===== config.mk =====
export PLATFORM = sky130hd
export DESIGN_NAME = rs_iss_arb
export DESIGN_NICKNAME = d
export VERILOG_FILES = /design/src/rtl/rs_iss_arb_pkg.sv /design/src/rtl/rs_iss_arb_rr.sv /design/src/rtl/rs_iss_arb.sv
export SDC_FILE = /design/constraint.sdc
export NUM_CORES = 1
export LEC_CHECK = 0
export CORE_AREA = 4 4 228 230
export CTS_BUF_LIST = sky130_fd_sc_hd__clkbuf_2 sky130_fd_sc_hd__clkbuf_4 sky130_fd_sc_hd__clkbuf_8
export CTS_CLUSTER_DIAMETER = 120
export DETAILED_ROUTE_END_ITERATION = 8
export DIE_AREA = 0 0 232 234
export GPL_TIMING_DRIVEN = 1
export SETUP_SLACK_MARGIN = 0.02
export SLEW_MARGIN = 10
export SYNTH_ARGS = -nofsm -noshare
export SYNTH_HDL_FRONTEND = slang
export SYNTH_SLANG_ARGS = --single-unit

===== constraint.sdc =====
create_clock -name clk -period 6.1 [get_ports clk]
set_input_delay 1.22 -clock clk [delete_from_list [all_inputs] [get_ports clk]]
set_output_delay 1.22 -clock clk [all_outputs]
set_load 0.1 [all_outputs]

===== src/rtl/rs_iss_arb_pkg.sv =====
// Shared widths, the "no functional unit" encoding and the issue-packet layout
// used by the issue register and the execute-stage input.
package rs_iss_arb_pkg;

  localparam int PRF_IDX_W = 6;
  localparam int ROB_IDX_W = 5;
  localparam int BR_MASK_W = 4;
  localparam int FU_SEL_W  = 3;

  localparam logic [FU_SEL_W-1:0] FU_SEL_NONE = '0;

  typedef struct packed {
    logic [PRF_IDX_W-1:0] opa;
    logic [PRF_IDX_W-1:0] opb;
    logic [PRF_IDX_W-1:0] dest;
    logic [FU_SEL_W-1:0]  fu_sel;
    logic [31:0]          IR;
    logic [ROB_IDX_W-1:0] rob_idx;
    logic [BR_MASK_W-1:0] br_mask;
  } iss_pkt_t;

  localparam iss_pkt_t ISS_PKT_RESET = '{fu_sel: FU_SEL_NONE, default: '0};

endpackage


===== src/rtl/rs_iss_arb_rr.sv =====
// Combinational round-robin picker: lowest requester at or above ptr, else wraps
// to the lowest requester below ptr. The caller owns the pointer register.
module rr_arb #(
  parameter int N  = 8,
  parameter int IW = $clog2(N)
) (
  input  logic [N-1:0]  req,
  input  logic [IW-1:0] ptr,
  output logic [N-1:0]  gnt,
  output logic [IW-1:0] gnt_idx,
  output logic          any
);

  always_comb begin
    logic          found;
    logic [IW-1:0] idx;
    gnt     = '0;
    gnt_idx = '0;
    found   = 1'b0;
    idx     = '0;
    // N is a power of two, so the IW-bit add wraps exactly at N
    for (int i = 0; i < N; i++) begin
      idx = ptr + IW'(i);
      if (!found && req[idx]) begin
        found   = 1'b1;
        gnt_idx = idx;
      end
    end
    any = found;
    if (found) gnt[gnt_idx] = 1'b1;
  end

endmodule


===== src/rtl/rs_iss_arb.sv =====
// Issue arbiter plus single issue register between the reservation station and
// the execute stage, with branch-mask clearing and misprediction squash.
module rs_iss_arb
  import rs_iss_arb_pkg::*;
#(
  parameter int RS_ENT_NUM = 8
) (
  input  logic                            clk,
  input  logic                            rst,
  input  logic [RS_ENT_NUM-1:0]           ent_rdy_i,
  input  logic [RS_ENT_NUM*FU_SEL_W-1:0]  ent_fu_sel_i,
  input  logic [RS_ENT_NUM*PRF_IDX_W-1:0] ent_opa_tag_i,
  input  logic [RS_ENT_NUM*PRF_IDX_W-1:0] ent_opb_tag_i,
  input  logic [RS_ENT_NUM*PRF_IDX_W-1:0] ent_dest_tag_i,
  input  logic [RS_ENT_NUM*32-1:0]        ent_IR_i,
  input  logic [RS_ENT_NUM*ROB_IDX_W-1:0] ent_rob_idx_i,
  input  logic [RS_ENT_NUM*BR_MASK_W-1:0] ent_br_mask_i,
  output logic [RS_ENT_NUM-1:0]           ent_iss_en_o,
  input  logic                            br_pred_correct_i,
  input  logic                            br_recovery_i,
  input  logic [BR_MASK_W-1:0]            br_tag_fix_i,
  input  logic                            fu_rdy_i,
  output logic                            iss_vld_o,
  output logic [PRF_IDX_W-1:0]            iss_opa_tag_o,
  output logic [PRF_IDX_W-1:0]            iss_opb_tag_o,
  output logic [PRF_IDX_W-1:0]            iss_dest_tag_o,
  output logic [FU_SEL_W-1:0]             iss_fu_sel_o,
  output logic [31:0]                     iss_IR_o,
  output logic [ROB_IDX_W-1:0]            iss_rob_idx_o,
  output logic [BR_MASK_W-1:0]            iss_br_mask_o
);

  localparam int IW = $clog2(RS_ENT_NUM);

  iss_pkt_t                ent [RS_ENT_NUM];
  iss_pkt_t                iss_r;
  logic                    iss_vld_r;
  logic [IW-1:0]           rr_ptr;
  logic [RS_ENT_NUM-1:0]   ent_kill;
  logic [RS_ENT_NUM-1:0]   cand;
  logic [RS_ENT_NUM-1:0]   gnt;
  logic [IW-1:0]           gnt_idx;
  logic                    any;
  logic                    hold_kill;
  logic                    load_en;
  logic                    do_grant;
  logic                    mask_clr;

  always_comb begin
    for (int i = 0; i < RS_ENT_NUM; i++) begin
      ent[i] = '{opa:     ent_opa_tag_i[i*PRF_IDX_W +: PRF_IDX_W],
                 opb:     ent_opb_tag_i[i*PRF_IDX_W +: PRF_IDX_W],
                 dest:    ent_dest_tag_i[i*PRF_IDX_W +: PRF_IDX_W],
                 fu_sel:  ent_fu_sel_i[i*FU_SEL_W +: FU_SEL_W],
                 IR:      ent_IR_i[i*32 +: 32],
                 rob_idx: ent_rob_idx_i[i*ROB_IDX_W +: ROB_IDX_W],
                 br_mask: ent_br_mask_i[i*BR_MASK_W +: BR_MASK_W]};
      ent_kill[i] = br_recovery_i & |(ent[i].br_mask & br_tag_fix_i);
      cand[i]     = ent_rdy_i[i] & ~ent_kill[i] & (ent[i].fu_sel != FU_SEL_NONE);
    end
  end

  rr_arb #(.N(RS_ENT_NUM), .IW(IW)) u_rr (
    .req     (cand),
    .ptr     (rr_ptr),
    .gnt     (gnt),
    .gnt_idx (gnt_idx),
    .any     (any)
  );

  // Recovery wins over a simultaneous (illegal) correct prediction
  assign mask_clr     = br_pred_correct_i & ~br_recovery_i;
  assign hold_kill    = br_recovery_i & iss_vld_r & |(iss_r.br_mask & br_tag_fix_i);
  assign load_en      = ~iss_vld_r | fu_rdy_i | hold_kill;
  assign do_grant     = load_en & any & ~rst;
  assign ent_iss_en_o = do_grant ? gnt : '0;

  always_ff @(posedge clk) begin
    if (rst) begin
      iss_vld_r <= 1'b0;
      iss_r     <= ISS_PKT_RESET;
      rr_ptr    <= '0;
    end else if (do_grant) begin
      iss_vld_r <= 1'b1;
      iss_r     <= ent[gnt_idx];
      rr_ptr    <= gnt_idx + IW'(1);
    end else if (load_en) begin
      iss_vld_r <= 1'b0;
      iss_r     <= ISS_PKT_RESET;
    end else if (mask_clr) begin
      iss_r.br_mask <= iss_r.br_mask & ~br_tag_fix_i;
    end
  end

  assign iss_vld_o      = iss_vld_r & ~hold_kill;
  assign iss_opa_tag_o  = iss_r.opa;
  assign iss_opb_tag_o  = iss_r.opb;
  assign iss_dest_tag_o = iss_r.dest;
  assign iss_fu_sel_o   = iss_r.fu_sel;
  assign iss_IR_o       = iss_r.IR;
  assign iss_rob_idx_o  = iss_r.rob_idx;
  assign iss_br_mask_o  = mask_clr ? (iss_r.br_mask & ~br_tag_fix_i) : iss_r.br_mask;

endmodule


==> results_dict.tcl, run 1 <==
set metrics [dict create \
    dr.pass1.iters 5 \
    min_period_ps 5980 \
    required_ps 4880 \
    dpl_worst_slack_ps -97.6 \
    post-place-cells 2189 \
    hold_viol 0 \
    cts_hold_buf 0 \
    grt_antenna_before_repair 2 \
    yosysTopAreaCellShare_pct 24.6 \
    synth-adder-area-share_pct 0.294 \
    synth_nets 1512 \
    die_y_um 234 \
    routed_via_density 4.63 \
    synthXorXnorAreaFrac_pct 0.720 \
    diodes 0 \
    wl_met2_mm 24.7 \
    synth_edf_count 0 \
    slew_viol_final 0 \
    place_congestion 0.946 \
    met1_length_mm 18.6 \
    track_usage_pct 16.5 \
    drt_wl_total_mm 48.2 \
    synth_ff_type "dfxtp_1" \
    fin_nets 2048 \
    syn_area_um2 8520 \
    clk_path_buf_depth 2 \
    cts_htree_levels 3 \
    wl_met3_mm 3.49 \
    cp_data_arrival_time_ps 4760 \
    synth-compound-area-share_pct 24.6 \
    coreArea_um2 49900 \
    syn-instance-count 997 \
    yosysWarnings 0 \
    max_freq_ghz 0.167 \
    final_cell_mix "clkdlybuf4s50_1 (565), mux2i_1 (208), buf_4 (93)" \
    tightestPinTransition_ps 1120 \
    slowest_stage "or4_4" \
    ys_ff_latch 66 \
    ant_nets 0 \
    hold_ws_ps 492 \
    portBuffers 583 \
    syn_area_per_cell_um2 8.54 \
    cp_max_fo 10 \
    p_leak_uw 0.00600 \
    cpPeakStageDelay_ps 510 \
    worst_path_most_repeated_cell "buf_4" \
    utilization_pct 31.0 \
    fp.dieW_um 232 \
    drive_gt1_share_pct 15.9 \
    syn_to_final_growth_pct 81.6 \
    path_clk_slew_ps 90 \
    max-cap-violations 0 \
    finalNonFillerCells 2209 \
    finClkSkew_ps 12.6 \
    dp_hpwl_mm 39.6 \
    cellPowerDensity_nw_per_um2 672 \
    worstSkewPairLatency_ps 420 \
    cts.sinks 66 \
    post_drt_wl_per_cell_um 21.8 \
    cp-start-kind "primary input" \
    crit_path_end_kind "output pin" \
    grt_pass1_wl_mm 67.2 \
    routed.top_layer "met5" \
    r2r_cells 15 \
    layout.cells.most_common "clkdlybuf4s50_1" \
    setup_tns_ps 0 \
    fin_ws_ps 122 \
    grt_pass1_vias 10617 \
    synth-simple-area-share_pct 11.7 \
    vias 10222 \
    hold_class "flop to flop" \
    peakVddDrop_uv 528 \
    cts_tree "yes" \
    path_cells "clkdlybuf4s50_1, buf_6, a22oi_2, a21boi_4, nor3_1, nor4_1, or4_4, buf_4, or3_1, a31oi_1, o211a_1, buf_4, nor2_4, buf_4, nor3_4, buf_12" \
    clockRootBuffer "clkbuf_8" \
    layout_worst_path_cycle_share_pct 98.0 \
    numCtsBuffers 9 \
    initial_utilization_pct 17.1 \
    synth_area_leaders "mux2i_1 (25%), dfxtp_1 (16%), mux2_2 (6.5%), buf_4 (6.3%), nor3_1 (4.3%)" \
    ioPinCount 584 \
    yosysTopAreaCell "mux2i_1" \
    synthMuxAreaShare_pct 35.7 \
    synthArstFlopShare_pct 0 \
    synthDistinctLibCells 71 \
    synth_top_family_by_area "multiplexers" \
    setup_viol 0 \
    seq_area_frac_synth_pct 15.5 \
    grt_overflow 0 \
    dr.first_iter.drc_count 548 \
    rsz0062_at_grt "false" \
    grt_max_degree 94 \
    crit_type "primary input to output pin" \
    status "finished, final reports clean" \
    dieArea_um2 54300 \
    maxSlewHeadroom_pct 25.3 \
    num_rows 82 \
    hold_path_depth 1 \
    drc 0 \
]
[per-stage QoR]
| step | instance area [um^2] | total power [uW] |
|---|---|---|
| 2_1_floorplan | 8540 | 7690 |
| 3_3_place_gp | 15100 | 9860 |
| 3_5_place_dp | 15100 | 9930 |
| 4_1_cts | 15300 | 10400 |
| 5_1_grt | 15500 | 11100 |
| 6_report | 15500 | 10400 |
[critical path: cells and delay by family]
family | cells | cell delay (ps)
compound gates | 4 | 730
buf+inv | 6 | 1180
simple gates | 6 | 1600
[layout make-up]
class	count	area (um^2)
Fill cell	5302	34400
Timing Repair Buffer	677	6660
Multi-Input combinational cell	774	6430
Sequential cell	66	1320
Tap cell	672	841
Clock buffer	10	131
Clock inverter	5	56.3
Inverter	5	18.8
[report_power, final]
part           switching [uW]  internal [uW]  leakage [uW]  total, uW
Clock                     232            191     0.0000955        423
Combinational            5450           3810       0.00536       9260
Sequential               95.6            620      0.000547        716
[cell usage after synthesis, types with 20 or more instances]
| library cell | n |
|---|---|
| clkbuf_1 | 27 |
| a211oi_1 | 20 |
| o211ai_1 | 33 |
| dfxtp_1 | 66 |
| o21ai_0 | 66 |
| a221o_1 | 31 |
| buf_2 | 43 |
| nor2_1 | 46 |
| nand2_1 | 44 |
| mux2i_1 | 209 |
| a2bb2oi_1 | 33 |
| nor3_1 | 73 |
| mux2_2 | 49 |
| buf_4 | 72 |
[repair_timing]
item / CTS / global route
gates resized for setup: 6 / 40
buffers inserted: 0 / 3
pin swaps: 0 / 9
gates cloned: 0 / 2
endpoints found under the setup margin: 8 / 8
[state kept, by name, indices dropped and copies added (netlist names)]
name            count
rr_ptr              3
iss_vld_r           1
iss_fu_sel_o        3
iss_rob_idx_o       5
iss_IR_o           32
iss_opa_tag_o       6
iss_r               4
iss_dest_tag_o      6
iss_opb_tag_o       6
[per-layer routing]
| layer | GRT usage, % | vias up |
|---|---|---|
| li1 | - | 4872 |
| met1 | 18.6 | 4788 |
| met2 | 30.6 | 507 |
| met3 | 3.91 | 53 |
| met4 | 5.47 | 2 |
| met5 | 0 | - |
[cells by family after synthesis]
logic type,count (synthesis)
flip-flops,66
AO/OA/AOI/OAI,282
XOR/XNOR,7
adder cells (fa/ha/maj),2
multiplexers,277
AND/OR/NAND/NOR,206
buffers and inverters,157
[final timing paths]
| kind | startpoint | to | slack (ps) |
|---|---|---|---|
| hold reg to reg | iss_opa_tag_o[0] | iss_opa_tag_o[0] | 490 |
| setup reg to reg | rr_ptr[1] | iss_dest_tag_o[2] | 780 |
| setup / recovery | br_tag_fix_i[0] | ent_iss_en_o[3] | 120 |
| hold / removal | iss_opa_tag_o[0] | iss_opa_tag_o[0] | 490 |
No activity file was read; power rests on OpenSTA's default activity.
==> inputs of run 2 (changes only) <==
--- a/config.mk
+++ b/config.mk
@@ -5,11 +5,11 @@
 export SDC_FILE = /design/constraint.sdc
 export NUM_CORES = 1
 export LEC_CHECK = 0
-export CORE_AREA = 4 4 228 230
+export CORE_AREA = 10 10 221 223
 export CTS_BUF_LIST = sky130_fd_sc_hd__clkbuf_2 sky130_fd_sc_hd__clkbuf_4 sky130_fd_sc_hd__clkbuf_8
 export CTS_CLUSTER_DIAMETER = 120
 export DETAILED_ROUTE_END_ITERATION = 8
-export DIE_AREA = 0 0 232 234
+export DIE_AREA = 0 0 231 233
 export GPL_TIMING_DRIVEN = 1
 export SETUP_SLACK_MARGIN = 0.02
 export SLEW_MARGIN = 10
==> results_dict.tcl, run 2 (same netlist as run 1, synthesis figures left out) <==
set metrics [dict create \
    min_period_ps 5960 \
    fp.dieW_um 231 \
    cts.sinks 66 \
    dr.first_iter.drc_count 548 \
    cp_max_fo 8 \
    utilization_pct 35.0 \
    grt_overflow 0 \
    routed_via_density 4.80 \
    path_clk_slew_ps 80 \
    coreArea_um2 44100 \
    post_drt_wl_per_cell_um 24.2 \
    cts_tree "yes" \
    finClkSkew_ps 16.4 \
    clk_path_buf_depth 2 \
    die_y_um 233 \
    num_rows 77 \
    tightestPinTransition_ps 1170 \
    hold_viol 0 \
    vias 10224 \
    drc 0 \
    numCtsBuffers 9 \
    dieArea_um2 53800 \
    max_freq_ghz 0.168 \
    seqCellArea_um2 1320 \
    crit_path_end_kind "output pin" \
    rsz0062_at_grt "false" \
    peakVddDrop_uv 597 \
    place_congestion 0.911 \
    final_cell_mix "clkdlybuf4s50_1 (559), mux2i_1 (208), buf_4 (92)" \
    grt_pass1_wl_mm 72.2 \
    maxSlewHeadroom_pct 21.6 \
    multi_input_area_um2 6450 \
    syn_to_final_growth_pct 81.5 \
    max-cap-violations 0 \
    slew_viol_final 0 \
    hold_ws_ps 494 \
    drt_wl_total_mm 51.5 \
    cellPowerDensity_nw_per_um2 681 \
    diodes 0 \
    grt_pass1_vias 10746 \
    grt_max_degree 79 \
    power.total_uw 10500 \
    required_ps 4880 \
    ioPinCount 584 \
    cp_data_arrival_time_ps 4740 \
    track_usage_pct 17.9 \
    clockRootBuffer "clkbuf_8" \
    cts_hold_buf 0 \
    crit_type "primary input to output pin" \
    stdcell_area_um2 15500 \
    hold_class "flop to flop" \
    cp-start-kind "primary input" \
    layout_worst_path_cycle_share_pct 97.8 \
    largest_reg_flops 32 \
    dpl_cell_area_um2 15000 \
    status "finished, final reports clean" \
    drive_gt1_share_pct 16.3 \
    dp_hpwl_mm 43.0 \
    fill_cells 4613 \
    p_leak_uw 0.00607 \
    ant_nets 0 \
    grt_antenna_before_repair 0 \
    layout.cells.most_common "clkdlybuf4s50_1" \
    initial_utilization_pct 19.3 \
    portBuffers 583 \
    worstSkewPairLatency_ps 400 \
    cts_htree_levels 3 \
    dr.pass1.iters 5 \
    setup_viol 0 \
    fin_nets 2046 \
]
-- run 2: changes by cell type in the layout (fill, tap and decap cells not counted), sizes merged --
cell	delta
clkdlybuf4s50	-6
bufinv	+3
dlymetal6s2s	+3
clkbuf	+2
clkinv	-2
clkinvlp	-1
-- run 2: routing by layer --
layer  up-vias  share of wire (%)  track usage (%)
met5         -                  0                0
met4         0                2.6             5.34
met3        53                8.6             5.80
met2       521                 50             32.0
met1      4788                 39             19.8
li1       4862                  -                -
-- run 2: worst paths after layout --
check,start,endpoint,slack [ps],cells after the start
max,ent_fu_sel_i[21],ent_iss_en_o[0],140,14
min,iss_IR_o[10],iss_IR_o[10],490,1
max reg2reg,rr_ptr[1],iss_opb_tag_o[5],1240,17
min reg2reg,iss_IR_o[10],iss_IR_o[10],490,1
-- run 2: final cells by class --
type	count	share of cell area, %
Clock inverter	5	0.810
Sequential cell	66	8.55
Timing Repair Buffer	675	43.1
Clock buffer	11	0.939
Inverter	5	0.121
Tap cell	592	4.79
Multi-Input combinational cell	774	41.7
-- run 2: stage by stage --
stage	setup TNS, ps	setup WS (ps)	instances
global route	0	32.9	2128
finish	0	137	2128
global placement	-187	-70.7	2108
detailed placement	-513	-129	2108
floorplan	-1530	-392	997
CTS	0	39.9	2124
-- run 2: timing repair --
item,in CTS,in global routing
gates cloned,0,1
pin swaps,0,14
buffers inserted,0,3
setup endpoints to repair,8,8
gates resized for setup,8,40
-- run 2: report_power, final --
group | total [uW] | switching [uW] | leakage, uW | internal, uW
registers | 704 | 83.5 | 0.000547 | 620
clock network | 554 | 225 | 0.000137 | 328
logic | 9270 | 5450 | 0.00539 | 3810
total | 10500 | 5760 | 0.00607 | 4760
-- run 2: critical path, stage by stage --
cell and delay (ps):
clkdlybuf4s50_1 470, o31ai_2 330, buf_4 190, nor2_1 60
buf_4 150, mux2i_1 180, mux4_2 350, a32oi_4 140
buf_4 180, or4b_1 570, o2111a_1 180, or2_4 330
nor2_2 190, buf_12 200
